<file path="src/rtl/memory_cycle.sv">
// MEM stage of the 5-stage RISC-V pipeline: word load/store over a req/ack data port,
// pipeline stall while an access is outstanding, sticky misalign/timeout flags, MEM/WB register.
module memory_cycle #(
  parameter int TIMEOUT = 16,
  parameter int CNT_W   = 5
) (
  input  logic        clk,
  input  logic        rst,
  input  logic        RegWriteM,
  input  logic        MemWriteM,
  input  logic        MemReadM,
  input  logic [1:0]  ResultSrcM,
  input  logic [4:0]  RdM,
  input  logic [31:0] ALUResultM,
  input  logic [31:0] WriteDataM,
  input  logic [31:0] PCPlus4M,
  input  logic [31:0] DMemRData,
  input  logic        DMemAck,
  output logic        DMemReq,
  output logic        DMemWe,
  output logic [31:0] DMemAddr,
  output logic [31:0] DMemWData,
  output logic        StallM,
  output logic        RegWriteW,
  output logic [1:0]  ResultSrcW,
  output logic [4:0]  RdW,
  output logic [31:0] ALUResultW,
  output logic [31:0] ReadDataW,
  output logic [31:0] PCPlus4W,
  output logic        MisalignErr,
  output logic        BusErr
);

  localparam logic [0:0] IDLE = 1'b0;
  localparam logic [0:0] WAIT = 1'b1;
  localparam logic [CNT_W-1:0] CNT_LIMIT = CNT_W'(TIMEOUT);

  logic [0:0]       state;
  logic [CNT_W-1:0] cnt;

  logic access;
  logic aligned;
  logic in_wait;
  logic at_limit;
  logic misalign;
  logic abort;
  logic bubble;
  logic load_done;

  assign access   = MemReadM | MemWriteM;
  assign aligned  = (ALUResultM[1:0] == 2'b00);
  assign in_wait  = (state == WAIT);
  assign at_limit = (cnt == CNT_LIMIT);

  assign DMemAddr  = {ALUResultM[31:2], 2'b00};
  assign DMemWData = WriteDataM;
  assign DMemWe    = MemWriteM;

  assign DMemReq   = in_wait | (access & aligned);
  assign StallM    = (!in_wait & access & aligned & !DMemAck) |
                     (in_wait & !DMemAck & !at_limit);
  assign misalign  = !in_wait & access & !aligned;
  assign abort     = in_wait & !DMemAck & at_limit;
  assign bubble    = StallM | abort | misalign;
  // Ack is only meaningful while a request is on the port
  assign load_done = MemReadM & DMemReq & DMemAck;

  always_ff @(posedge clk or negedge rst) begin
    if (!rst) begin
      state <= IDLE;
      cnt   <= '0;
    end else begin
      case (state)
        IDLE: begin
          if (access && aligned && !DMemAck) begin
            state <= WAIT;
            cnt   <= CNT_W'(1);
          end
        end
        WAIT: begin
          if (DMemAck || at_limit) begin
            state <= IDLE;
            cnt   <= '0;
          end else begin
            cnt <= cnt + CNT_W'(1);
          end
        end
        default: begin
          state <= IDLE;
          cnt   <= '0;
        end
      endcase
    end
  end

  always_ff @(posedge clk or negedge rst) begin
    if (!rst) begin
      RegWriteW  <= 1'b0;
      ResultSrcW <= 2'b00;
      RdW        <= 5'd0;
      ALUResultW <= 32'd0;
      ReadDataW  <= 32'd0;
      PCPlus4W   <= 32'd0;
    end else if (bubble) begin
      RegWriteW  <= 1'b0;
      ResultSrcW <= 2'b00;
      RdW        <= 5'd0;
      ALUResultW <= 32'd0;
      ReadDataW  <= 32'd0;
      PCPlus4W   <= 32'd0;
    end else begin
      RegWriteW  <= RegWriteM;
      ResultSrcW <= ResultSrcM;
      RdW        <= RdM;
      ALUResultW <= ALUResultM;
      ReadDataW  <= load_done ? DMemRData : 32'd0;
      PCPlus4W   <= PCPlus4M;
    end
  end

  // Error flags stay set until the next reset
  always_ff @(posedge clk or negedge rst) begin
    if (!rst) begin
      MisalignErr <= 1'b0;
      BusErr      <= 1'b0;
    end else begin
      if (misalign) MisalignErr <= 1'b1;
      if (abort)    BusErr      <= 1'b1;
    end
  end

endmodule

</file>
<file path="config.mk">
export PLATFORM = sky130hd
export DESIGN_NAME = memory_cycle
export DESIGN_NICKNAME = d
export VERILOG_FILES = /design/src/rtl/memory_cycle.sv
export SDC_FILE = /design/constraint.sdc
export NUM_CORES = 1
export LEC_CHECK = 0
export ABC_AREA = 1
export BUFFER_PORTS_ARGS = -buffer_cell sky130_fd_sc_hd__buf_2
export CELL_PAD_IN_SITES_DETAIL_PLACEMENT = 0
export CELL_PAD_IN_SITES_GLOBAL_PLACEMENT = 1
export CORE_MARGIN = 5
export CORE_UTILIZATION = 26
export DETAILED_ROUTE_END_ITERATION = 8
export PLACE_DENSITY_LB_ADDON = 0.1
export REMOVE_ABC_BUFFERS = 1
export SLEW_MARGIN = 20
export SYNTH_ARGS = -nofsm -noshare
export SYNTH_HDL_FRONTEND = slang
export SYNTH_SLANG_ARGS = --single-unit
</file>
<file path="constraint.sdc">
create_clock -name clk -period 1.1 [get_ports clk]
set_input_delay 0.11 -clock clk [delete_from_list [all_inputs] [get_ports clk]]
set_output_delay 0.11 -clock clk [all_outputs]
set_load 0.01 [all_outputs]
</file>
==> run summary <==
The run finished, with violations left. The final reports fail on negative setup slack. For this run, asynchronously set or reset flops after synthesis account for 100%. The length of the first detailed-routing pass in iterations was 4. By count the netlist is led by dfrtp_1, inv_1, nor2_1, buf_4, nand2_1. The count of yosys warnings during synthesis was 0.

The floorplan step defined a core boundary enclosing 17,100 um^2. The average wire per standard cell is 14.7 um, and the arrival time reported for the critical path endpoint is 1.36 ns. The clock arrives with 0.00463 ns of skew. After global routing the overflow that remains totals 0. The run gives 10.3 mW as the post-layout total power. The clock period minus final worst setup slack is 1.47 ns. Number of buffers on the longest clock path: 2.

Average footprint of a synthesized cell: 9.97 um^2. The post-detailed-route via-to-cell ratio is 3.79. The synthesized design devotes to its leading area cell type 62.4% of total area. Once detail routing completed, the nets flagged for antenna violations numbered 0. The run gives 0 as the remaining routing DRC violations. The clock drives 112 sinks. 0 antenna diodes ended up in the layout. The height of the chip was 141 um. Summed over all layers, the routed wires come to 14.7 mm. In this run the static leakage power is 4.39 nW. The net total in the final layout is 916, and the hold violation count in the final report is 0. Once layout is complete, the utilization of the core stands at 45.3%.

The count of vias placed by the detailed router is 3,805. Accumulated negative setup slack: -14.38 ns. In this run, the number of DRC markers left after iteration 0 of detailed routing was 91. Clock transition at the register clock pins on the worst setup and hold paths after CTS: 0.07 ns.

Primary flip-flop cell chosen by synthesis mapping: dfrtp_1. After synthesis the cells add up to 4490 um^2. Compared with the post-synthesis result, the final layout area differs by 72.4%.

Setup repair after global routing could not meet its margin everywhere. The tools report the startpoint type of the worst setup path as a register. The run gives 0.679 GHz as the maximum clock frequency. Along the worst path, the maximum fanout reaches 3. The all-layer global routing usage is 14.8%, and the half-perimeter wire length after placement is 10.4 mm. The largest net degree at the start of global routing is 46. Category of the most critical setup path: reg2out. The layout has 1,672 filler cells.

The clock reaches the later pin of the worst-skew pair after 0.34 ns. The library cell with the largest summed area after synthesis is dfrtp_1. The die covers 20,000 um^2. Setup violations remaining at the end of the flow were counted as 112. The standard-cell row count is 48, and the setup slack of the critical path after layout is -0.373 ns.

In this run the tool buffered the top-level ports with 247 buffer cells. After synthesis, the cell types taking the most area are dfrtp_1, buf_4, inv_1. In the final layout, the share of cells above drive strength 1 is 50.8%. The post-route cell area came out at 7750 um^2. The final count of pins violating max slew came out at 0.

TritonCTS built the clock tree. In this run, synthesis inferred 0 flip-flops with an integrated enable. For the starting utilization of the core area, the log shows 26.3%. After synthesis the netlist holds a flip-flop and latch count of 112. For the worst IR drop on VDD, the log shows 0.958 mV.

STA classifies the critical path endpoint as an output pin. The H-tree was split into 3 levels. For the worst setup path, the data required time is 0.99 ns. Library cell used as clock root buffer: clkbuf_16.

Number of global-route vias before repair: 4,240. Counting the buffers created by CTS gives 9. The tools report the final weighted congestion of routability-driven global placement as 0.742.

Of the available clock period, the critical path in the final layout requires 134%. The share of the Yosys chip area taken by registers is 62.4%. For this design the ratio of total power to cell area is 1330 nW/um^2.

The run gives 0 as the total of max-cap violations. The die is 141 um wide. The tools report the number of ports placed on the die boundary as 314. Synthesis instantiated 18 different standard cells from the library.

The global-route wire length before repair was 22.9 mm. Classification of the worst-slack hold path: in2reg. In this run the cell area measured after placement is 5670 um^2. After technology mapping, the gate count stands at 451.

The initial antenna violation count is 0. The tightest hold path in the finished design has a slack of 0.0191 ns.
state kept, by name (all words and copies together) (netlist names):
signal / cells
ALUResultW: 32
BusErr: 1
MisalignErr: 1
PCPlus4W: 32
RdW: 5
ReadDataW: 32
RegWriteW: 1
ResultSrcW: 2
cnt: 5
in_wait: 1
report_power, final:
group | internal (mW) | total, mW | switching [mW]
logic | 1.21 | 2.41 | 1.20
registers | 4.39 | 4.47 | 0.0805
clock network | 1.91 | 3.41 | 1.50
total | 7.51 | 10.3 | 2.78
routing by layer:
| metal | part of all wire [%] | vias to the layer above | track usage [%] | routed length (um) |
|---|---|---|---|---|
| met5 | 0.41 | - | 2.51 | 60 |
| met1 | 39 | 1743 | 17.9 | 5740 |
| met4 | 1.4 | 2 | 4.29 | 207 |
| met3 | 12 | 13 | 7.21 | 1810 |
| met2 | 47 | 204 | 23.3 | 6910 |
| li1 | - | 1843 | - | - |
area by class of cell:
| cell class | instances | area (um^2) | area share [%] |
|---|---|---|---|
| clock buffers | 13 | 260 | 3.36 |
| clock inverters | 3 | 47.5 | 0.613 |
| inverters | 114 | 428 | 5.52 |
| multi-input cells | 151 | 1180 | 15.2 |
| flip-flops and latches | 112 | 2800 | 36.2 |
| well taps | 225 | 282 | 3.63 |
| repair buffers | 385 | 2750 | 35.5 |
final timing paths:
path	cells past startpoint	slack, ns	to	from
worst max-delay path	8	-0.37	StallM	cnt[0]
worst min-delay path	3	0.02	PCPlus4W[30]	PCPlus4M[30]
worst max register to register	8	-0.19	PCPlus4W[7]	in_wait
worst min register to register	2	0.46	MisalignErr	MisalignErr
max in group asynchronous	3	0.40	ALUResultW[21]	rst
min in group asynchronous	2	0.17	BusErr	rst
kinds of logic (layout without fill, tap and decap cells):
| logic type | Yosys count | after routing | share of synthesized area [%] |
|---|---|---|---|
| buf+inv | 189 | 515 | 22.9 |
| compound gates | 6 | 6 | 0.752 |
| xor+xnor | 1 | 1 | 0.195 |
| fa+ha+maj | 2 | 2 | 0.557 |
| simple gates | 140 | 140 | 13.2 |
| other cells | 1 | 2 | 0.0834 |
| flops | 112 | 112 | 62.4 |
what timing repair did:
| action | CTS | global route |
|---|---|---|
| gates cloned | 5 | 1 |
| endpoints found under the setup margin | 102 | 113 |
| pin swaps | 9 | 8 |
| hold buffers | 98 | 0 |
| endpoints found under the hold margin | 209 | 0 |
| setup buffers | 10 | 5 |
| gates resized for setup | 71 | 88 |
stage by stage:
stage	worst slack, ns	cells
after floorplan	-0.0166	377
after global placement	-0.135	872
after detailed placement	-0.160	872
after CTS	-0.406	1001
after global routing	-0.456	1003
final	-0.373	1003
worst max-delay path, stage by stage (launching register included):
cell     delay (ns)
dfrtp_1        0.39
inv_2          0.08
ha_4           0.12
nand2_2        0.05
inv_2          0.07
nand2_4        0.05
nand2_4        0.07
o21ai_2        0.05
buf_2          0.13
placed cells by master, fill, tap and decap left out, types with 4 or more instances in the layout:
| cell type | n |
|---|---|
| buf_12 | 11 |
| buf_2 | 245 |
| buf_4 | 23 |
| buf_6 | 4 |
| clkbuf_16 | 10 |
| dfrtp_1 | 112 |
| dlygate4sd3_1 | 98 |
| inv_1 | 109 |
| inv_2 | 5 |
| nand2_1 | 9 |
| nand2_2 | 4 |
| nand2_4 | 4 |
| nand3_1 | 9 |
| nor2_1 | 39 |
| nor2_2 | 20 |
| nor2_4 | 51 |
Power figures use the tool's default switching activity.
